--- src/rtl/icefun_keyscan_pkg.sv ---
// icefun_keyscan_pkg: shared key-matrix geometry, event types and column drive table.
`default_nettype none

package icefun_keyscan_pkg;

  localparam int KEY_ROWS = 4;
  localparam int KEY_COLS = 4;

  typedef logic [3:0] key_code_t;

  typedef struct packed {
    key_code_t code;
    logic      press;
  } key_event_t;

  // Element c is the active-low one-hot drive pattern for column c.
  localparam logic [KEY_COLS-1:0][3:0] COL_DRIVE = {4'b0111, 4'b1011, 4'b1101, 4'b1110};

endpackage

`default_nettype wire

--- src/rtl/icefun_keyscan_debounce.sv ---
// keyscan_debounce: one key's disagreement counter; flips the debounced state after
// DEBOUNCE_SCANS consecutive disagreeing samples and pulses changed on that strobe.
`default_nettype none

module keyscan_debounce #(
  parameter int DEBOUNCE_SCANS = 4
) (
  input  logic clk,
  input  logic rst,
  input  logic strobe,
  input  logic raw,
  output logic state,
  output logic changed
);

  logic [3:0] cnt;
  logic       differ;

  assign differ  = raw ^ state;
  assign changed = strobe && differ && (cnt == 4'(DEBOUNCE_SCANS - 1));

  always_ff @(posedge clk) begin
    if (rst) begin
      cnt   <= 4'd0;
      state <= 1'b0;
    end else if (strobe) begin
      if (!differ) begin
        cnt <= 4'd0;
      end else if (changed) begin
        cnt   <= 4'd0;
        state <= ~state;
      end else begin
        cnt <= cnt + 4'd1;
      end
    end
  end

endmodule

`default_nettype wire

--- src/rtl/icefun_keyscan.sv ---
// icefun_keyscan: 4x4 key matrix scanner with per-key debounce and press/release events.
// Optional macro KEYSCAN_EVENT_FIFO_EN replaces the output holding register with a 4-deep FIFO.
`default_nettype none

module icefun_keyscan
  import icefun_keyscan_pkg::*;
#(
  parameter int BITS_DIV       = 12,
  parameter int DEBOUNCE_SCANS = 4
) (
  input  logic        clk,
  input  logic        rst,
  input  logic [3:0]  row_n,
  output logic [3:0]  col_n,
  output logic [15:0] keys,
  output logic        ev_valid,
  input  logic        ev_ready,
  output logic [3:0]  ev_code,
  output logic        ev_press,
  output logic        overflow,
  input  logic        ovf_clr
);

  localparam int SLOT_W = BITS_DIV - 2;

  logic [BITS_DIV-1:0] timer;
  logic [1:0]          col;
  logic                strobe;
  logic [3:0]          row_s1, row_s2;
  logic [3:0]          raw;
  logic [15:0]         key_changed;
  logic [3:0]          row_changed;
  logic [3:0]          pending;
  logic [1:0]          pend_col;
  logic [1:0]          drain_row;
  logic                drain_hit;
  key_event_t          pend_ev;
  logic                pop;
  logic                drop;

  assign col    = timer[BITS_DIV-1 -: 2];
  assign strobe = &timer[SLOT_W-1:0];
  assign raw    = ~row_s2;

  always_ff @(posedge clk) begin
    if (rst) begin
      timer  <= '0;
      col_n  <= COL_DRIVE[0];
      row_s1 <= 4'b1111;
      row_s2 <= 4'b1111;
    end else begin
      timer  <= timer + BITS_DIV'(1);
      col_n  <= COL_DRIVE[col];
      row_s1 <= row_n;
      row_s2 <= row_s1;
    end
  end

  generate
    for (genvar k = 0; k < KEY_ROWS * KEY_COLS; k++) begin : g_key
      keyscan_debounce #(
        .DEBOUNCE_SCANS(DEBOUNCE_SCANS)
      ) u_debounce (
        .clk     (clk),
        .rst     (rst),
        .strobe  (strobe && (col == 2'(k / KEY_ROWS))),
        .raw     (raw[k % KEY_ROWS]),
        .state   (keys[k]),
        .changed (key_changed[k])
      );
    end
  endgenerate

  assign row_changed = key_changed[{col, 2'b00} +: 4];
  assign drain_hit   = |pending;

  always_comb begin
    drain_row = 2'd0;
    for (int r = KEY_ROWS - 1; r >= 0; r--) begin
      if (pending[r]) drain_row = 2'(r);
    end
  end

  // The key state is already flipped when its event drains, so it gives the direction.
  always_comb begin
    pend_ev.code  = {pend_col, drain_row};
    pend_ev.press = keys[{pend_col, drain_row}];
  end

  always_ff @(posedge clk) begin
    if (rst) begin
      pending  <= 4'd0;
      pend_col <= 2'd0;
    end else begin
      pending <= (pending & ~(drain_hit ? (4'b0001 << drain_row) : 4'b0000)) | row_changed;
      if (strobe) pend_col <= col;
    end
  end

  assign pop = ev_valid && ev_ready;

`ifdef KEYSCAN_EVENT_FIFO_EN
  key_event_t fifo_mem [4];
  logic [1:0] wr_ptr, rd_ptr;
  logic [2:0] count;
  logic       push;

  assign ev_valid = (count != 3'd0);
  assign ev_code  = fifo_mem[rd_ptr].code;
  assign ev_press = fifo_mem[rd_ptr].press;
  assign push     = drain_hit && ((count != 3'd4) || pop);
  assign drop     = drain_hit && !push;

  always_ff @(posedge clk) begin
    if (rst) begin
      wr_ptr <= 2'd0;
      rd_ptr <= 2'd0;
      count  <= 3'd0;
      for (int i = 0; i < 4; i++) fifo_mem[i] <= '0;
    end else begin
      if (push) begin
        fifo_mem[wr_ptr] <= pend_ev;
        wr_ptr           <= wr_ptr + 2'd1;
      end
      if (pop) rd_ptr <= rd_ptr + 2'd1;
      count <= count + 3'(push) - 3'(pop);
    end
  end
`else
  assign drop = drain_hit && ev_valid && !ev_ready;

  always_ff @(posedge clk) begin
    if (rst) begin
      ev_valid <= 1'b0;
      ev_code  <= 4'd0;
      ev_press <= 1'b0;
    end else if (drain_hit && (!ev_valid || ev_ready)) begin
      ev_valid <= 1'b1;
      ev_code  <= pend_ev.code;
      ev_press <= pend_ev.press;
    end else if (pop) begin
      ev_valid <= 1'b0;
    end
  end
`endif

  // A drop in the same cycle as a clear request leaves the flag set.
  always_ff @(posedge clk) begin
    if (rst)          overflow <= 1'b0;
    else if (drop)    overflow <= 1'b1;
    else if (ovf_clr) overflow <= 1'b0;
  end

endmodule

`default_nettype wire
--- config.mk ---
export PLATFORM = sky130hd
export DESIGN_NAME = icefun_keyscan
export DESIGN_NICKNAME = d
export VERILOG_FILES = /design/src/rtl/icefun_keyscan_pkg.sv /design/src/rtl/icefun_keyscan_debounce.sv /design/src/rtl/icefun_keyscan.sv
export SDC_FILE = /design/constraint.sdc
export NUM_CORES = 1
export LEC_CHECK = 0
export CORE_MARGIN = 2
export CORE_UTILIZATION = 44
export CTS_CLUSTER_SIZE = 16
export DETAILED_ROUTE_END_ITERATION = 7
export SLEW_MARGIN = 20
export SYNTH_ARGS = -nofsm -noshare
export SYNTH_HDL_FRONTEND = slang
export SYNTH_SLANG_ARGS = --single-unit
--- constraint.sdc ---
create_clock -name clk -period 2.1 [get_ports clk]
set_input_delay 0.42 -clock clk [delete_from_list [all_inputs] [get_ports clk]]
set_output_delay 0.42 -clock clk [all_outputs]
set_load 0.005 [all_outputs]
== After elaboration in Yosys (flattened, before gate mapping) ==
Index checks and enable logic that the tools add are counted.
Operators by class
  shifts and indexed selects: 2
  reductions and logical operators: 64
  $lt $le $gt $ge: 2
  muxes and demuxes: 45
  $add $sub $neg: 17
  divide/modulo/power cells: 0
  multipliers: 0
  bitwise gates (word level): 36
  equal/unequal tests: 19
Operator list (number)
  $mux W4: 34
  $add A4 B1 Y4 const B: 16
  $eq A4 B2 Y1 const B: 16
  $reduce_and A3 Y1: 16
  $logic_and A1 B1 Y1: 40
  $not A1 Y1: 16
  $shiftx A16 B5 Y4: 1
  $xor A1 B1 Y1: 16
  $add A12 B1 Y12 const B: 1
  $reduce_and A10 Y1: 1
  $bmux W4 S2: 1
  $mux W2: 4
  $not A4 Y4: 2
  $lt A4 B5 Y1 const B: 1
  $mux W1: 5
  $and A4 B4 Y4: 1
  $bmux W1 S4: 1
  $eq A2 B2 Y1 const B: 2
  $or A4 B4 Y4: 1
  $reduce_bool A2 Y1: 2
  $reduce_or A4 Y1: 1
  $shl A1 B2 Y4 const A: 1
  $lt A2 B3 Y1 const B: 1
  $eq A2 B1 Y1 const B: 1
  other kinds (3): 4
Word-level totals
  output and inout bits: 27
  bits of input ports: 8
  register bits: 117
  memories: 0
  bits in writable memories: 0
  bits in latches: 0
  word-level logic and storage cells: 227
  memory bits (read-only): 0

== Depth between registers and ports, before layout ==
Gate-level depths: netlist of the first run.
  depth in word-level cells: 9
  depth in mapped cells: 8
  depth with buffers taken out: 6

== By module ==
From an unflattened synthesis of the first run, not the netlist that was laid out.
Unflattened totals
  cells, all modules: 645
  area, all modules: 6187.2 um^2
Modules (own cells, without submodules)
  keyscan_debounce: area each 281.5 um^2, cells an instance 29, times used 16, seq. area each 100.1 um^2
  icefun_keyscan: area each 1682.9 um^2, cells an instance 181, times used 1, seq. area each 740.7 um^2

== Least setup slack after synthesis of the first run ==
OpenSTA, ideal clock, no wires.
  path type: register to register
  start point: reg timer[0]
  end point: reg g_key[11].u_debounce.cnt[3]
  path slack: -25 ps
  arrival time: 2054 ps
  library setup time: 70 ps
  clock period less this slack: 2125 ps
  stages on the path, launching flop included: 7
  required time: 2030 ps
  buffers on the path: 1
  path through: dfxtp_1 ha_1 nand3_1 or4_1 buf_2 or4_1 a21oi_1
On the way
  word-level cells in the longest chain between the ends: 6
RTL lines
  start: declaration: RTL line icefun_keyscan.sv:26  | logic [BITS_DIV-1:0] timer;
  start signal: assignment: RTL line icefun_keyscan.sv:52  | timer <= timer + BITS_DIV'(1);
  $reduce_and A10 Y1 *: RTL line icefun_keyscan.sv:42  | assign strobe = &timer[SLOT_W-1:0];
  $logic_and A1 B1 Y1 *: RTL line icefun_keyscan.sv:66  | .strobe (strobe && (col == 2'(k / KEY_ROWS))),
  $logic_and A1 B1 Y1 (2 in series): RTL line icefun_keyscan_debounce.sv:20  | assign changed = strobe && differ && (cnt == 4'(DEBOUNCE_SCANS - 1));
  $mux W4: RTL line icefun_keyscan_debounce.sv:29  | end else if (changed) begin
  $mux W4: RTL line icefun_keyscan_debounce.sv:27  | if (!differ) begin
  end signal: assignment: RTL line icefun_keyscan_debounce.sv:33  | cnt <= cnt + 4'd1;
  end: declaration: RTL line icefun_keyscan_debounce.sv:16  | logic [3:0] cnt;
Every way passes the cells marked *; elsewhere a longest branch is shown, timed or not.
A chain may end at the register's enable or synchronous reset.

== Worst setup path in the final report of the first run ==
  start point: reg timer[1]
  end point: reg g_key[11].u_debounce.cnt[3]
The elaborated chain is that of the path after synthesis.

==> metrics.cfg, run 1 <==
[setup_path]
cp-start-kind = register
cp-end-kind = register
regToRegEndpoint = g_key[11].u_debounce.cnt[3]$_SDFFE_PP0P_
cp.required_ns = 2.46
worstReg2RegStart = timer[1]$_SDFF_PP0_
crit_fanout = 4
cp-startpoint = timer[1]$_SDFF_PP0_
regToRegSetupSlack_ns = 0.13
r2r_cells = 5
setup.worst_path.class = register to register
cp.arrival_ns = 2.33

[routing]
drc_errors = 0
drtAntennaViolNets = 0
wire_per_inst_um = 14.90
dr.first_iter.drc_count = 261
drt_wl_total_um = 13660
drt-pass1-iter-count = 5
viasPerCell = 5.369
vias = 4923

[sta]
slew_headroom = 0.5317
post-route-period-util = 0.9379
finalCriticalPeriod_ns = 1.970
fmax_ghz = 0.5077
skew_ns = 0.007125
finalWorstSetupSlack_ns = 0.1305
maxSlewViolCount = 0
tightest_slew_ns = 0.7025
holdWs_ns = 0.3582
hold_violations = 0
setup_viol = 0

[floorplan]
ios = 35
initial_core_util = 0.4497
die_x_um = 117.3
placeableCoreArea_mm2 = 0.01257
dieArea_mm2 = 0.01377
die_h_um = 117.3
num_rows = 41

[pwr]
power.total_mw = 5.515
switchingPower_mw = 1.141
power_leakage_nw = 2.436
switching_share = 0.2069
vdd_drop_max_mv = 0.6567
pwr-share-comb = 0.022
clkPwrFrac = 0.570
p_int_mw = 4.374
powerDensity_mw_per_mm2 = 798.8
pwr-share-seq = 0.408

[synth]
yosys_most_used_dff = dfxtp_1
synthCells = 697
synth_top_area_frac = 0.4144
synth_largest_area_cell = dfxtp_1
ys.warnings.count = 0
syn_avg_cell_area_um2 = 8.109
syn-cell-area_mm2 = 0.005652
ys_ff_latch = 117
ys_types = 41
syn-num-nets = 722
synth_area_leaders = dfxtp_1, nand2_1, a21oi_1, nor2_1, nand3_1
seq_area_frac_synth = 0.4144
async_flop_share = 0
synth_edf_count = 0

[clock_tree]
clk_path_buf_depth = 2
clk_pin_slew_ns = 0.06
cts_buffers = 17
clock-sinks = 117
clkLatencyLatePin_ns = 0.43
tritoncts = built
cts_root_buffer = clkbuf_16
htreeDepth = 4
cts_hold_buf = 0

[grt]
antenna_found_initial = 0
grt_pass1_vias = 4704
grt_max_degree = 58
grt_first_pass_wirelength_um = 22480
grt-ovfl-total = 0
grtUsageTotal = 0.2044

[final_layout]
diodes = 0
stdcell_count = 917
area_growth_syn_to_layout_pct = 22.16
layout_common_cells = dfxtp_1, nand2_1, nor2_1
drive_gt1_frac = 0.1168
final_common_cell = dfxtp_1
seq_area_mm2 = 0.002344
fillCellCount = 1145
fin_nets = 757
multiInputGateArea_mm2 = 0.003067

[hold_path]
min-delay-start = rst
hp-class = input pin to register
hold_path_end = g_key[11].u_debounce.cnt[0]$_SDFFE_PP0P_
hold_depth = 2

[place]
preCtsSetupSlack_ns = 0.008351
gp_congestion = 0.8304
port_buffers = 34
place_hpwl_um = 9355
dp_cells = 877

[run_status]
status = finished clean

[job]
max_cap_violations = 0

registers in the layout, summed over array words and instances, names as in the netlist:
name and flops:
pending 4, col_n 4, overflow 1, g_key.u_debounce.state 16, pend_col 2, g_key.u_debounce.cnt 64, ev_code 4, ev_press 1
row_s1 4, timer 12, ev_valid 1, row_s2 4
power groups by stage:
stage,combinational [mW],sequential (mW),clock [mW]
final,0.121,2.25,3.14
after global routing,0.134,2.25,3.31
after CTS,0.120,2.25,3.19
after detailed placement,0.119,2.30,0
after global placement,0.119,2.30,0
after floorplan,0.0829,2.29,0
how the worst max path moves through the flow:
stage / end / slack (ns) / depth (start not counted)
4_1_cts: g_key[5].u_debounce.cnt[3]$_SDFFE_PP0P_ / 0.0002 / 8
5_1_grt: g_key[13].u_debounce.cnt[3]$_SDFFE_PP0P_ / -0.02 / 8
3_3_place_gp: g_key[6].u_debounce.cnt[0]$_SDFFE_PP0P_ / 0.13 / 8
3_5_place_dp: g_key[6].u_debounce.cnt[3]$_SDFFE_PP0P_ / 0.008 / 8
6_report: g_key[11].u_debounce.cnt[3]$_SDFFE_PP0P_ / 0.13 / 5
2_1_floorplan: g_key[11].u_debounce.cnt[3]$_SDFFE_PP0P_ / 0.03 / 6
through the flow:
stage                     cell area (um2)  TNS [ns]    util
after floorplan                      5657         0       -
after global placement               6173         0  0.4912
after detailed placement             6173         0  0.4912
after CTS                            6810         0  0.5419
after global routing                 6904  -0.02196  0.5493
final                                6904         0  0.5493
cells by family (layout without fill, tap and decap cells):
family                   after synthesis  after routing  synth area share
AND/OR/NAND/NOR                      339            339            0.3029
multiplexers                           4              4          0.009298
buffers and inverters                 58            106           0.04981
AO/OA/AOI/OAI                        119            119            0.1193
adder cells (fa/ha/maj)               17             17           0.03763
XOR/XNOR                              43             43           0.06664
flip-flops                           117            117            0.4144
synthesized netlist by cell type, types with 10 or more instances:
library cell and n:
a211oi_1 10, clkbuf_1 32, ha_1 17, nor2b_1 12, nand2_1 93, or3_1 19
nor2_1 81, nor3_1 10, o21ai_0 22, a21oi_1 69, xor2_1 22, nand3_1 43
xnor2_1 21, dfxtp_1 117, nor3b_1 14, buf_4 16
worst max-delay path: stages (launching register included):
cell	delay, ns
dfxtp_2	0.35
ha_2	0.19
nand3_2	0.11
or4_1	0.59
or4_1	0.52
a21oi_1	0.15
per-layer routing:
layer  vias to the layer above  wire, um  GRT usage
met5                         -         0          0
met4                         0       248    0.07982
met3                        25       638    0.06080
met2                       114      6783     0.3395
met1                      2305      5988     0.2491
li1                       2479         -          -
area by class of cell:
class | instances | area share
repair buffers | 67 | 0.08916
inverters | 7 | 0.003806
clock inverters | 14 | 0.03008
well taps | 172 | 0.03117
clock buffers | 18 | 0.06216
flip-flops and latches | 117 | 0.3394
multi-input cells | 522 | 0.4442
what timing repair did:
item / in CTS / in global routing
endpoints found under the setup margin: 0 / 30
resized for setup: 0 / 10
setup buffers: 0 / 7
Power figures use the tool's default switching activity.
==> run 2, diff against run 1 <==
--- a/config.mk
+++ b/config.mk
@@ -6,7 +6,7 @@
 export NUM_CORES = 1
 export LEC_CHECK = 0
 export CORE_MARGIN = 2
-export CORE_UTILIZATION = 44
+export CORE_UTILIZATION = 40
 export CTS_CLUSTER_SIZE = 16
 export DETAILED_ROUTE_END_ITERATION = 7
 export SLEW_MARGIN = 20
==> run 2 against run 1 <==
Critical path depth up 2. Total power up 5.3%. Core utilization down 4.7 points. Via count down 2.7%. Worst hold slack better by 0.047 ns. Combinational power up 7%. Fmax up 0.71%. Critical path type unchanged.
==> metrics.cfg, run 2 (synthesis gave the netlist of run 1 again) <==
[clock_tree]
tritoncts = built  ; unchanged
cts_buffers = 17  ; unchanged
clkLatencyLatePin_ns = 0.42  ; was 0.43 ns
clk_pin_slew_ns = 0.06  ; about the same
clock-sinks = 117  ; unchanged
clk_path_buf_depth = 2  ; unchanged
cts_root_buffer = clkbuf_16  ; unchanged
cts_hold_buf = 0  ; unchanged
htreeDepth = 4  ; unchanged

[setup_path]
cp-end-kind = register  ; unchanged
worst-path-buf-inv = 1  ; was 0
setup.worst_path.class = register to register  ; unchanged
cpPeakStageDelay_ns = 0.57  ; was 0.59 ns
crit_chain = ha_2 > nand3_4 > or4_4 > buf_4 > nor4_2 > a21oi_1 > nor2_1  ; was ha_2 > nand3_2 > or4_1 > or4_1 > a21oi_1
cp.required_ns = 2.46  ; about the same
cp.depth = 7  ; was 5
critPathTopFamily = simple AND/OR/NAND/NOR gates  ; unchanged
regToRegEndpoint = g_key[12].u_debounce.cnt[0]$_SDFFE_PP0P_  ; was g_key[11].u_debounce.cnt[3]$_SDFFE_PP0P_
crit_fanout = 15  ; was 4
endpoint = g_key[12].u_debounce.cnt[0]$_SDFFE_PP0P_  ; was g_key[11].u_debounce.cnt[3]$_SDFFE_PP0P_
cp-start-kind = register  ; unchanged
r2r_cells = 7  ; was 5
crit_slowest_cell = or4_4  ; was or4_1
cp.arrival_ns = 2.31  ; was 2.33 ns
cp-startpoint = timer[1]$_SDFF_PP0_  ; unchanged
worstReg2RegStart = timer[1]$_SDFF_PP0_  ; unchanged
regToRegSetupSlack_ns = 0.14  ; was 0.13 ns

[pwr]
vdd_drop_max_mv = 0.4919  ; was 0.6567 mV
powerDensity_mw_per_mm2 = 836.8  ; was 798.8 mW/mm2
power_leakage_nw = 2.398  ; was 2.436 nW

[final_layout]
layout_common_cells = dfxtp_1, nand2_1, nor2_1  ; unchanged
diodes = 0  ; unchanged
regMostFlops = g_key.u_debounce.cnt  ; unchanged
drive_gt1_frac = 0.1164  ; was 0.1168
fin_util = 0.5020  ; was 0.5493
fin_nets = 751  ; was 757
area_growth_syn_to_layout_pct = 22.82  ; was 22.16%
top_regs = g_key.u_debounce.cnt: 64 flops, g_key.u_debounce.state: 16 flops, timer: 12 flops  ; unchanged
largest_reg_flops = 64  ; unchanged
stdcell_count = 919  ; was 917
final_common_cell = dfxtp_1  ; unchanged

[floorplan]
die_h_um = 122.9  ; was 117.3 um
placeableCoreArea_mm2 = 0.01383  ; was 0.01257 mm2
initial_core_util = 0.4087  ; was 0.4497
ios = 35  ; unchanged
num_rows = 43  ; was 41
die_x_um = 122.9  ; was 117.3 um
dieArea_mm2 = 0.01510  ; was 0.01377 mm2

[job]
max_cap_violations = 0  ; unchanged

[routing]
vias = 4792  ; was 4923
dr.first_iter.drc_count = 299  ; was 261
drt_wl_total_um = 12970  ; was 13660 um
drc_errors = 0  ; unchanged
drtAntennaViolNets = 0  ; unchanged
wire_per_inst_um = 14.12  ; was 14.90 um
viasPerCell = 5.214  ; was 5.369
drt-pass1-iter-count = 4  ; was 5

[sta]
post-route-period-util = 0.9312  ; was 0.9379
maxSlewViolCount = 0  ; unchanged
setup_viol = 0  ; unchanged
fmax_ghz = 0.5114  ; was 0.5077 GHz
slew_headroom = 0.5457  ; was 0.5317
fin_tns_setup_ns = 0  ; unchanged
skew_ns = 0.007738  ; was 0.007125 ns
holdWs_ns = 0.4051  ; was 0.3582 ns
tightest_slew_ns = 0.6814  ; was 0.7025 ns
hold_violations = 0  ; unchanged
finalCriticalPeriod_ns = 1.956  ; was 1.970 ns

[place]
place_hpwl_um = 9149  ; was 9355 um
port_buffers = 34  ; unchanged
dp_cells = 887  ; was 877
gp_congestion = 0.7888  ; was 0.8304

[grt]
grt_first_pass_wirelength_um = 21420  ; was 22480 um
grt-ovfl-total = 0  ; unchanged
grt_pass1_vias = 4569  ; was 4704
grt_max_degree = 64  ; was 58
grtUsageTotal = 0.1834  ; was 0.2044
antenna_found_initial = 0  ; unchanged

[run_status]
status = finished clean  ; unchanged

[hold_path]
hp-class = register to register  ; was input pin to register

run 2: cell types whose count changed in the layout (fill, tap and decap cells not counted), moves of 2 or more:
| cell | before | now |
|---|---|---|
| bufinv_16 | 5 | 7 |
| or4_1 | 4 | 2 |
| or4_4 | 0 | 2 |
| buf_4 | 29 | 25 |
| clkinv_2 | 5 | 2 |
| nor4_1 | 5 | 3 |
| clkbuf_8 | 0 | 2 |
| nor4_2 | 3 | 6 |
run 2: worst register-to-register path: cells and delay by family (launching register included):
kind	cells	cell delay, ns
adder cells (fa/ha/maj)	1	0.21
AO/OA/AOI/OAI	1	0.07
AND/OR/NAND/NOR	4	1.07
flip-flops	1	0.34
buffers and inverters	1	0.21
run 2: how the worst min path moves through the flow:
stage | start | to | slack [ns] | depth (start not counted)
2_1_floorplan | row_s1[0]$_SDFF_PP1_ | row_s2[0]$_SDFF_PP1_ | 0.39 | 1
3_3_place_gp | row_s1[2]$_SDFF_PP1_ | row_s2[2]$_SDFF_PP1_ | 0.40 | 1
3_5_place_dp | row_s1[3]$_SDFF_PP1_ | row_s2[3]$_SDFF_PP1_ | 0.40 | 1
4_1_cts | row_s1[3]$_SDFF_PP1_ | row_s2[3]$_SDFF_PP1_ | 0.41 | 1
5_1_grt | row_s1[3]$_SDFF_PP1_ | row_s2[3]$_SDFF_PP1_ | 0.42 | 1
6_report | row_s1[3]$_SDFF_PP1_ | row_s2[3]$_SDFF_PP1_ | 0.41 | 1
run 2: cell type report:
cell class	count	area, um2
Multi-Input combinational cell	522	3083
Clock inverter	13	251.5
Inverter	7	26.28
Tap cell	180	225.2
Timing Repair Buffer	61	560.5
Clock buffer	19	452.9
Sequential cell	117	2342
Fill cell	1284	6885
run 2: per-stage QoR:
stage	setup WS [ns]	total power, mW	cell area, um2
2_1_floorplan	0.02751	2.368	5657
3_3_place_gp	0.1273	2.421	6186
3_5_place_dp	0.07916	2.422	6186
4_1_cts	0.05185	5.865	6890
5_1_grt	-0.007930	5.974	6942
6_report	0.1444	5.809	6942
run 2: where the power goes:
group	internal (mW)	switching (mW)
combinational	0.0511	0.0782
sequential	2.23	0.0145
clock	2.40	1.03
total	4.69	1.12
run 2: layer usage:
metal  track usage  vias to the layer above  share of wire
li1              -                     2473              -
met1        0.2221                     2207           0.46
met2        0.3011                       86           0.47
met3       0.04229                       26          0.041
met4       0.09770                        0          0.029
met5             0                        -              0
run 2: timing repair:
action                     4_1_cts  5_1_grt
gates resized for setup          0       11
setup buffers                    0        0
setup endpoints to repair        0       30
